`src/rtl/rr_sel_encoder_if.sv`:
```
// Request/select bundle between the requesters/consumer (master) and the
// round-robin select encoder (slave).
interface rr_sel_encoder_if #(
    parameter int N = 4
) ();
    localparam int SELW = $clog2(N);

    logic [N-1:0]    req;
    logic            done;
    logic [SELW-1:0] sel;
    logic            sel_valid;
    logic [N-1:0]    grant;
    logic            timeout;

    modport master (
        output req,
        output done,
        input  sel,
        input  sel_valid,
        input  grant,
        input  timeout
    );

    modport slave (
        input  req,
        input  done,
        output sel,
        output sel_valid,
        output grant,
        output timeout
    );
endinterface : rr_sel_encoder_if

```
`src/rtl/rr_sel_encoder.sv`:
```
// Round-robin request encoder: grants one requester, holds a registered select
// code and one-hot grant until done or watchdog expiry, then rotates priority.
module rr_sel_encoder #(
    parameter int N        = 4,
    parameter int HOLD_MAX = 16
) (
    input  logic          clk,
    input  logic          rst,
    rr_sel_encoder_if.slave bus
);
    localparam int SELW = $clog2(N);
    // Keep the counter at least one bit wide when the watchdog is disabled.
    localparam int WCW  = (HOLD_MAX > 0) ? $clog2(HOLD_MAX + 1) : 1;

    localparam logic [0:0]      IDLE     = 1'b0;
    localparam logic [0:0]      BUSY     = 1'b1;
    localparam logic [SELW-1:0] SEL_LAST = SELW'(N - 1);
    localparam logic [WCW-1:0]  WD_LAST  = WCW'(HOLD_MAX - 1);
    localparam logic [WCW-1:0]  WCNT_SAT = '1;
    localparam logic [N-1:0]    ONE_HOT0 = {{(N-1){1'b0}}, 1'b1};

    logic [0:0]      state_q,   state_d;
    logic [SELW-1:0] ptr_q,     ptr_d;
    logic [WCW-1:0]  wcnt_q,    wcnt_d;
    logic [SELW-1:0] sel_q,     sel_d;
    logic [N-1:0]    grant_q,   grant_d;
    logic            timeout_q, timeout_d;

    logic [SELW-1:0] win_idx;

    // Winner = lowest requesting index at or above ptr, else lowest overall.
    // Two descending passes: the later pass overrides the wrap-around pick.
    always_comb begin
        win_idx = '0;
        for (int i = N - 1; i >= 0; i--) begin
            if (bus.req[i]) win_idx = SELW'(i);
        end
        for (int i = N - 1; i >= 0; i--) begin
            if (bus.req[i] && (i >= int'(ptr_q))) win_idx = SELW'(i);
        end
    end

    always_comb begin
        // NOTE: every variable gets a default first so no path leaves it
        // unassigned; otherwise synthesis infers a latch.
        state_d   = state_q;
        ptr_d     = ptr_q;
        wcnt_d    = wcnt_q;
        sel_d     = sel_q;
        grant_d   = grant_q;
        timeout_d = 1'b0;

        case (state_q)
            IDLE: begin
                if (bus.req != '0) begin
                    sel_d   = win_idx;
                    grant_d = ONE_HOT0 << win_idx;
                    wcnt_d  = '0;
                    state_d = BUSY;
                end
            end

            default: begin
                if (bus.done || ((HOLD_MAX != 0) && (wcnt_q == WD_LAST))) begin
                    // Done wins over a simultaneous expiry: no timeout then.
                    timeout_d = ~bus.done;
                    grant_d   = '0;
                    ptr_d     = (sel_q == SEL_LAST) ? '0 : sel_q + 1'b1;
                    state_d   = IDLE;
                end else if (wcnt_q != WCNT_SAT) begin
                    wcnt_d = wcnt_q + 1'b1;
                end
            end
        endcase
    end

    // NOTE: sequential state uses non-blocking assignments so every register
    // samples pre-edge values regardless of statement order.
    always_ff @(posedge clk) begin
        if (rst) begin
            state_q   <= IDLE;
            ptr_q     <= '0;
            wcnt_q    <= '0;
            sel_q     <= '0;
            grant_q   <= '0;
            timeout_q <= 1'b0;
        end else begin
            state_q   <= state_d;
            ptr_q     <= ptr_d;
            wcnt_q    <= wcnt_d;
            sel_q     <= sel_d;
            grant_q   <= grant_d;
            timeout_q <= timeout_d;
        end
    end

    assign bus.sel       = sel_q;
    assign bus.sel_valid = (state_q == BUSY);
    assign bus.grant     = grant_q;
    assign bus.timeout   = timeout_q;

    a_grant_onehot0 : assert property (@(posedge clk) disable iff (rst)
        $onehot0(grant_q));
    a_grant_iff_valid : assert property (@(posedge clk) disable iff (rst)
        ((grant_q != '0) == (state_q == BUSY)));
    a_timeout_after_busy : assert property (@(posedge clk) disable iff (rst)
        timeout_q |-> $past(state_q == BUSY));
    a_sel_in_range : assert property (@(posedge clk) disable iff (rst)
        (sel_q <= SEL_LAST) && (ptr_q <= SEL_LAST));

endmodule : rr_sel_encoder
```
`src/flat_wrapper.sv`:
```
// flat-port wrapper written by rule: the top's interface ports become plain ports
module rr_sel_encoder_flat 
#(
    parameter int N        = 4,
    parameter int HOLD_MAX = 16
)
  (clk, rst, bus_req, bus_done, bus_sel, bus_sel_valid, bus_grant, bus_timeout);
  rr_sel_encoder_if #(.N(N)) bus_i ();
  input  logic clk;
  input  logic rst;
  input wire logic [$bits(bus_i.req)-1:0] bus_req;
  input wire logic [$bits(bus_i.done)-1:0] bus_done;
  output wire logic [$bits(bus_i.sel)-1:0] bus_sel;
  output wire logic [$bits(bus_i.sel_valid)-1:0] bus_sel_valid;
  output wire logic [$bits(bus_i.grant)-1:0] bus_grant;
  output wire logic [$bits(bus_i.timeout)-1:0] bus_timeout;
  assign bus_i.req = bus_req;
  assign bus_i.done = bus_done;
  assign bus_sel = bus_i.sel;
  assign bus_sel_valid = bus_i.sel_valid;
  assign bus_grant = bus_i.grant;
  assign bus_timeout = bus_i.timeout;
  rr_sel_encoder #(.N(N), .HOLD_MAX(HOLD_MAX)) u_core (.clk(clk), .rst(rst), .bus(bus_i));
endmodule
```
`config.mk`:
```
export PLATFORM = sky130hd
export DESIGN_NAME = rr_sel_encoder_flat
export DESIGN_NICKNAME = d
export VERILOG_FILES = /design/src/rtl/rr_sel_encoder_if.sv /design/src/rtl/rr_sel_encoder.sv /design/src/flat_wrapper.sv
export SDC_FILE = /design/constraint.sdc
export NUM_CORES = 1
export LEC_CHECK = 0
export BUFFER_PORTS_ARGS = -buffer_cell sky130_fd_sc_hd__buf_2
export CORE_MARGIN = 2
export CORE_UTILIZATION = 36
export CTS_CLUSTER_DIAMETER = 30
export DETAILED_ROUTE_END_ITERATION = 10
export GPL_TIMING_DRIVEN = 0
export PLACE_DENSITY = 0.53
export SLEW_MARGIN = 30
export SYNTH_ARGS = -nofsm -noshare
export SYNTH_HDL_FRONTEND = slang
export SYNTH_SLANG_ARGS = --single-unit
```
`constraint.sdc`:
```
create_clock -name clk -period 5.37 [get_ports clk]
set_input_delay 0.8055 -clock clk [delete_from_list [all_inputs] [get_ports clk]]
set_output_delay 0.8055 -clock clk [all_outputs]
set_load 0.01 [all_outputs]
```
# [After elaboration in Yosys (flattened, before gate mapping)]
# Index checks and enable logic that the tools add are counted.
[totals] input_bits=7 out_inout_bits=8 regBits=15 wordCells=50
[op_classes] eq_ne=6 n_lt_le_gt_ge=3 bitwise=3 addsub=2 n_shift=1 n_mux=18 reduce_logical=11
[op_table] op="2-to-1 mux 5 bit" count=4
[op_table] op="2-to-1 mux 2 bit" count=8
[op_table] op="2-to-1 mux 4 bit" count=3
[op_table] op="inequality test 2 bit (second input constant)" count=3
[op_table] op="AND reduction 2 bit" count=3
[op_table] op="adder 5 x 1 -> 5 bit (second input constant)" count=1
[op_table] op="== test 5 x 4 -> 1 bit (second input constant)" count=1
[op_table] op="inequality test 5 bit (second input constant)" count=1
[op_table] op=">= comparator 1 x 2 -> 1 bit (first input constant)" count=2
[op_table] op="nonzero test 4 bit" count=1
[op_table] op="left shift 1 x 2 -> 4 bit (first input constant)" count=1
[op_table] op="logical AND 1 bit" count=3
[op_table] op="2-to-1 mux 1 bit" count=3
[op_table] op="NOT 1 bit" count=3
[op_table] op="AND reduction 3 bit" count=1
[op_table] op="OR reduction 3 bit" count=1
[op_table] op="adder 2 x 1 -> 2 bit (second input constant)" count=1
[op_table] op="== test 2 bit (second input constant)" count=1
[op_table] op=">= comparator 2 bit (first input constant)" count=1
[op_table] op="nonzero test 2 bit" count=1
[op_table] op="logical OR 1 bit" count=1

# [Logic depth before layout (Yosys ltp)]
# Gate-level depths: netlist of run 1.
[logic_depth] ltp_word=10 mapped_depth=7

# [Worst setup path after synthesis of run 1]
# OpenSTA, ideal clock, no wires.
[synth_timing] kind="input-to-reg" startpoint="in bus_req[2]" endpoint="reg u_core.grant_q[0], in the netlist u_core.bus.grant[0]" n_path_buf=1 cell_stages=5 setup_ns=0.116 slack_ns=3.535 required_ns=5.254 arrival_ns=1.720 path_cell_list="nor4_1 > or2_1 > buf_4 > nor2_1 > a31o_1"
[synth_via] elab_chain_len=10
[synth_rtl] item="start: declaration" line="flat_wrapper.sv:11" text="input wire logic [$bits(bus_i.req)-1:0] bus_req;"
[synth_rtl] item="2-to-1 mux 2 bit (3 in series)" line="rr_sel_encoder.sv:36" text="if (bus.req[i]) win_idx = SELW'(i);"
[synth_rtl] item="2-to-1 mux 2 bit (4 in series)" line="rr_sel_encoder.sv:39" text="if (bus.req[i] && (i >= int'(ptr_q))) win_idx = SELW'(i);"
[synth_rtl] item="left shift 1 x 2 -> 4 bit" line="rr_sel_encoder.sv:57" text="grant_d = ONE_HOT0 << win_idx;"
[synth_rtl] item="2-to-1 mux 4 bit" line="rr_sel_encoder.sv:55" text="if (bus.req != '0) begin"
[synth_rtl] item="2-to-1 mux 4 bit" line="rr_sel_encoder.sv:53" text="case (state_q)"
[synth_rtl] item="end signal: assignment" line="rr_sel_encoder.sv:92" text="grant_q <= grant_d;"
[synth_rtl] item="end: declaration" line="rr_sel_encoder.sv:26" text="logic [N-1:0] grant_q, grant_d;"
# Several ways; a longest one is shown, not always the timed one. The select of a mux whose other input is x is not followed.
# A chain may end at the register's enable or synchronous reset.

# [Worst setup path after layout of run 1]
[layout_timing] startpoint="reg u_core.wcnt_q[0]" endpoint="reg u_core.wcnt_q[3]"
[layout_via] elab_chain_len=4
[layout_rtl] item="start: declaration" line="rr_sel_encoder.sv:24" text="logic [WCW-1:0] wcnt_q, wcnt_d;"
[layout_rtl] item="start signal: assignment" line="rr_sel_encoder.sv:90" text="wcnt_q <= wcnt_d;"
[layout_rtl] item="adder 5 x 1 -> 5 bit or == test 5 x 4 -> 1 bit (tied branches)" line="rr_sel_encoder.sv:71, rr_sel_encoder.sv:64"
[layout_rtl] item="2-to-1 mux 5 bit or logical OR 1 bit (tied branches)" line="rr_sel_encoder.sv:70, rr_sel_encoder.sv:64"
[layout_rtl] item="2-to-1 mux 5 bit or inequality test 2 bit (tied branches)"
[layout_rtl] item="2-to-1 mux 5 bit or AND reduction 3 bit (tied branches)"
# Several ways; a longest one is shown, not always the timed one. The select of a mux whose other input is x is not followed.

==> results of run 1 <==
==> per-stage QoR <==
step                worst slack, ns  power (W)  area (sq um)  hold slack [ns]  instances
finish                         3.45   0.000221           883            0.504        128
global route                   3.27   0.000235           883            0.522        128
CTS                            3.44   0.000225           883            0.505        128
detailed placement             3.19   0.000157           853            0.490        124
global placement               3.20   0.000157           853            0.473        124
floorplan                      3.53   0.000145           754            0.465         84
==> worst paths after layout <==
path,from,endpoint,slack [ns],cells past startpoint
setup / recovery,u_core.wcnt_q[0]$_SDFFE_PP0P_,u_core.wcnt_q[3]$_SDFFE_PP0P_,3.45,7
hold / removal,u_core.wcnt_q[1]$_SDFFE_PP0P_,u_core.wcnt_q[1]$_SDFFE_PP0P_,0.50,2
setup reg to reg,u_core.wcnt_q[0]$_SDFFE_PP0P_,u_core.wcnt_q[3]$_SDFFE_PP0P_,3.45,7
hold reg to reg,u_core.wcnt_q[1]$_SDFFE_PP0P_,u_core.wcnt_q[1]$_SDFFE_PP0P_,0.50,2
==> cells by family after synthesis <==
| logic type | after synthesis | synth area share |
|---|---|---|
| AOI/OAI and AO/OA | 19 | 0.174 |
| muxes | 1 | 0.0133 |
| DFF | 15 | 0.398 |
| buffers and inverters | 7 | 0.0498 |
| xor gates and xnor gates | 2 | 0.0232 |
| and+or+nand+nor | 36 | 0.275 |
| adders and majority gates | 4 | 0.0663 |
==> critical path, cell delays in order, from the launching register on <==
cell and delay [ns]:
dfxtp_1 0.34, ha_1 0.21, and3_1 0.20, ha_1 0.20, nor4b_2 0.45, nand4_1 0.16, xor2_1 0.16, nor3_1 0.11
==> report_power, final <==
part	switching (W)	internal (W)	total, W
clock	0.0000382	0.0000283	0.0000665
combinational	0.0000204	0.0000146	0.0000350
sequential	0.00000336	0.000116	0.000119
==> sequential cells by signal, summed over array words and instances (netlist names) <==
register	count
u_core.bus.sel_valid	1
u_core.bus.timeout	1
u_core.wcnt_q	5
u_core.bus.sel	2
u_core.ptr_q	2
u_core.bus.grant	4
==> per-layer routing <==
metal	vias to the layer above	share of wire
li1	344	-
met1	306	0.52
met2	13	0.43
met3	2	0.048
met4	0	0.0082
met5	-	0
==> layout by cell type, fill, tap and decap left out, types with 2 or more instances in the layout <==
master     n
inv_1      3
a21oi_1    8
clkbuf_1   2
dfxtp_1   15
buf_2     13
a31o_1     2
nand2_1    6
nor4b_1    2
nor2_1     9
nand4b_1   2
nand2b_1   2
clkbuf_4   3
xor2_1     2
ha_1       4
nand3_1    2
nor3_1     5
==> cell type report <==
| class | count | area, sq um | area share |
|---|---|---|---|
| multi-input cells | 62 | 417 | 0.472 |
| plain buffers | 4 | 26.3 | 0.0297 |
| clock buffers | 3 | 22.5 | 0.0255 |
| repair buffers | 13 | 65.1 | 0.0737 |
| flip-flops and latches | 15 | 300 | 0.340 |
| clock inverters | 1 | 7.51 | 0.00850 |
| inverters | 3 | 11.3 | 0.0127 |
| well taps | 27 | 33.8 | 0.0382 |
==> results.json, run 1 <==
{
  "n_antenna_cell": 0,
  "synth_edf_count": 0,
  "gp_congestion": 0.816,
  "grt_overflow": 0,
  "use_met1": 0.189,
  "dp_hpwl_um": 1150,
  "drcViolationCount": 0,
  "irDropWorstVdd_v": 0.000172,
  "nets": 113,
  "cp-end-kind": "flop",
  "cts_tree": "built",
  "numCtsBuffers": 3,
  "placementRows": 16,
  "grt_start_max_net_pins": 11,
  "yosysSeqAreaShare": 0.398,
  "setup_violations": 0,
  "io_pins": 15,
  "die-area_sq_um": 2480,
  "synth_flop_cell": "dfxtp_1",
  "hold_viol": 0,
  "synth-warning-count": 0,
  "first_iter_violations": 12,
  "synth_fp_nets": 95,
  "grt_util_met3": 0.0576,
  "firstDrtPassIters": 4,
  "setup.worst_path.class": "reg2reg",
  "fmax_mhz": 521,
  "clock_skew_ns": 0.0119,
  "syn_to_final_growth_pct": 17.1,
  "drt_wl_total_um": 1470,
  "ys_ff_latch": 15,
  "fin_crit_ns": 1.92,
  "antenna_found_initial": 0,
  "drive_gt1_frac": 0.218,
  "grt-busiest-layer": "met1",
  "root_buffer": "clkbuf_4",
  "hp-class": "reg2reg",
  "postCtsSetupBuffers": 0,
  "yosysTopAreaCell": "dfxtp_1",
  "p_per_area_nw_per_um2": 250,
  "synthCells": 84,
  "required_ns": 5.58,
  "dieWidth_um": 49.8,
  "track_usage": 0.131,
  "yosysTopAreaCellShare": 0.398,
  "synth.area.top_cells": "dfxtp_1 (40%), ha_1 (6.6%), a21oi_1 (5.3%), nor2_1 (4.5%), nor3_1 (3.3%)",
  "synth_area_sq_um": 754,
  "start_kind": "flop",
  "drv_slew": 0,
  "status": "finished, final reports clean",
  "cp.arrival_ns": 2.13,
  "fin_util": 0.450,
  "clk_pin_slew_worst_paths_ns": 0.10,
  "yosysUniqueCellTypes": 34,
  "cts_buffer_depth": 2,
  "num-fill-cells": 229,
  "wire_per_inst_um": 11.5,
  "grt_pass1_wl_um": 2390,
  "insertion_delay_ns": 0.29,
  "post-synth-top-count-cell": "dfxtp_1",
  "chipHeight_um": 49.8,
  "port-buffer-count": 13,
  "maxSlewHeadroom": 0.670,
  "post_cts_resized": 0,
  "synthArstFlopShare": 0,
  "rsz0062_at_grt": "no",
  "h-tree-depth": 1,
  "initial_utilization": 0.385,
  "ant_nets": 0,
  "leakagePower_nw": 0.364,
  "maxCapViolations": 0,
  "grt_pass1_vias": 520,
  "clock-sinks": 15,
  "postCtsHoldBufs": 0,
  "syn_area_per_cell_sq_um": 8.98,
  "period_share": 0.357,
  "viasPerCell": 5.20,
  "core_area_sq_um": 1960,
  "worst_slew_pin_slew_ns": 0.491,
  "fin_setup_tns_ns": 0,
  "use_met2": 0.178,
  "synth_commonest_cells": "dfxtp_1 (15), nor2_1 (9), a21oi_1 (8)",
  "vias": 665,
  "crit_fanout": 4
}
Note: power is estimated with default switching activity, not from simulation.
==> inputs of run 2 (changes only) <==
ABC_AREA = 1   (was default)
PLACE_DENSITY = 0.55   (was 0.53)
clock period = 1.6 ns   (was 5.37 ns; I/O delays follow)
==> results.json, run 2 <==
{
  "yosysTopAreaCell": "dfxtp_1",
  "synth-compound-area-share": 0.162,
  "root_buffer": "clkbuf_4",
  "port-buffer-count": 13,
  "grt_pass1_vias": 634,
  "fin_setup_tns_ns": 0,
  "clk_pin_slew_worst_paths_ns": 0.09,
  "path_buf_inv": 2,
  "maxSlewHeadroom": 0.855,
  "clock-sinks": 15,
  "synth_commonest_cells": "dfxtp_1 (15), nand2_1 (15), nor2_1 (13)",
  "grt_start_max_net_pins": 10,
  "setup.worst_path.class": "reg2reg",
  "worst_slew_pin_slew_ns": 0.217,
  "layout_common_cells": "buf_2 (14), nand2_1 (14), dfxtp_1 (13), nor2_1 (12)",
  "ant_nets": 0,
  "placementRows": 16,
  "insertion_delay_ns": 0.28,
  "synthMuxAreaShare": 0,
  "synthArstFlopShare": 0,
  "synth_flop_cell": "dfxtp_1",
  "gp_congestion": 0.810,
  "track_usage": 0.140,
  "drt_wl_total_um": 1600,
  "cp.arrival_ns": 1.69,
  "num-fill-cells": 222,
  "io_pins": 15,
  "nets": 135,
  "viasPerCell": 4.79,
  "holdWs_ns": 0.133,
  "core_area_sq_um": 2000,
  "path_common_cell": "ha_4",
  "fin_crit_ns": 1.52,
  "ys_ff_latch": 15,
  "cp_slowest_cell": "dfxtp_4",
  "place_worst_setup_slack_ns": -0.120,
  "grt_pass1_wl_um": 2710,
  "synth_edf_count": 0,
  "synth_area_sq_um": 778,
  "maxCapViolations": 0,
  "first_iter_violations": 16,
  "yosysTopAreaCellShare": 0.386,
  "hold_viol": 0,
  "cp_top_family": "flip-flops",
  "clock_skew_ns": 0.00409,
  "vias": 718,
  "setup_violations": 0,
  "p_per_area_nw_per_um2": 779,
  "syn_to_final_growth_pct": 27.7,
  "crit_fanout": 4,
  "synthCells": 102,
  "synth_fp_nets": 113,
  "hp-class": "in2reg",
  "die-area_sq_um": 2550,
  "drcViolationCount": 0,
  "fin_ws_ns": 0.0777,
  "required_ns": 1.77,
  "synth_top_family_by_area": "simple AND/OR/NAND/NOR gates",
  "dp_hpwl_um": 1200,
  "cts_buffer_depth": 2,
  "yosys.area_share.xor_xnor": 0,
  "fmax_mhz": 657,
  "yosys.area_share.simple": 0.315,
  "drv_slew": 0,
  "start_kind": "flop",
  "rsz0062_at_grt": "yes",
  "dieWidth_um": 50.5,
  "synthAdderAreaFrac": 0.0643,
  "firstDrtPassIters": 4,
  "wire_per_inst_um": 10.7,
  "top_register": "u_core.wcnt_q",
  "critical_path.max_stage_delay_ns": 0.37,
  "postCtsHoldBufs": 0,
  "cts_tree": "built",
  "drive_gt1_frac": 0.358,
  "period_share": 0.951,
  "initial_utilization": 0.389,
  "final_area_sq_um": 993,
  "cp-end-kind": "flop",
  "h-tree-depth": 1,
  "yosysUniqueCellTypes": 24,
  "leakagePower_nw": 0.457,
  "crit_chain": "ha_4 > nand2_4 > nor2_4 > ha_4 > inv_4 > nand4_1 > buf_4 > o211ai_1 > nor2_1",
  "syn_area_per_cell_sq_um": 7.63,
  "synth.area.top_cells": "dfxtp_1 (39%), nand2_1 (7.2%), ha_1 (6.4%), nor2_1 (6.3%), nand3_1 (5.1%)",
  "grt_overflow": 0,
  "numCtsBuffers": 3,
  "n_antenna_cell": 0,
  "antenna_found_initial": 0,
  "synth-warning-count": 0,
  "placed_cell_area_sq_um": 877,
  "chipHeight_um": 50.5,
  "largest_reg_flops": 5,
  "yosysSeqAreaShare": 0.386,
  "irDropWorstVdd_v": 0.000480,
  "status": "finished, final reports clean"
}
[run 2: changes by cell type in the layout (fill, tap and decap cells not counted), moves of 4 or more]
cell,delta
o21ai_0,+4
nand3_1,+6
inv_1,+5
nand2_1,+8
[run 2: routing by layer]
metal,GRT usage,part of all wire
met1,0.181,0.51
met2,0.217,0.44
met4,0.0405,0.0081
met3,0.0536,0.044
met5,0,0
[run 2: per-stage QoR]
step | power [W] | util | instances
global route | 0.000826 | 0.496 | 150
global placement | 0.000561 | 0.438 | 142
floorplan | 0.000518 | - | 102
CTS | 0.000781 | 0.467 | 150
finish | 0.000774 | 0.496 | 150
detailed placement | 0.000562 | 0.438 | 142
[run 2: kinds of logic (layout without fill, tap and decap cells)]
logic type | count (synthesis) | count (layout)
adder cells (fa/ha/maj) | 4 | 4
flip-flops | 15 | 15
buffers and inverters | 14 | 35
AO/OA/AOI/OAI | 18 | 18
AND/OR/NAND/NOR | 51 | 51
[run 2: report_power, final]
| group | total [W] | leakage, nW | switching (W) | internal [W] |
|---|---|---|---|---|
| registers | 0.000413 | 0.124 | 0.0000182 | 0.000394 |
| clock network | 0.000209 | 0.0150 | 0.000112 | 0.0000966 |
| logic | 0.000153 | 0.319 | 0.0000923 | 0.0000605 |
[run 2: repair_timing]
item / 4_1_cts / 5_1_grt
endpoints found under the setup margin: 7 / 10
buffers inserted: 4 / 0
gates resized for setup: 2 / 14
pin swaps: 3 / 4
[run 2: path summary, 6_finish.rpt]
check | startpoint | endpoint | slack (ns) | cells past startpoint
setup / recovery | u_core.wcnt_q[0]$_SDFFE_PP0P_ | u_core.wcnt_q[2]$_SDFFE_PP0P_ | 0.08 | 9
hold / removal | bus_done | u_core.bus.timeout$_SDFF_PP0_ | 0.13 | 2
setup reg to reg | u_core.wcnt_q[0]$_SDFFE_PP0P_ | u_core.wcnt_q[2]$_SDFFE_PP0P_ | 0.08 | 9
hold reg to reg | u_core.bus.grant[1]$_SDFFE_PP0P_ | u_core.bus.grant[1]$_SDFFE_PP0P_ | 0.47 | 2
[run 2: layout make-up]
cell class	count	area, sq um	share of cell area
clock buffer	4	26.3	0.0264
buffer	1	5.00	0.00504
multi-input combinational	73	474	0.477
inverter	13	53.8	0.0542
sequential	15	305	0.307
timing repair buffer	17	95.1	0.0957
tap	27	33.8	0.0340
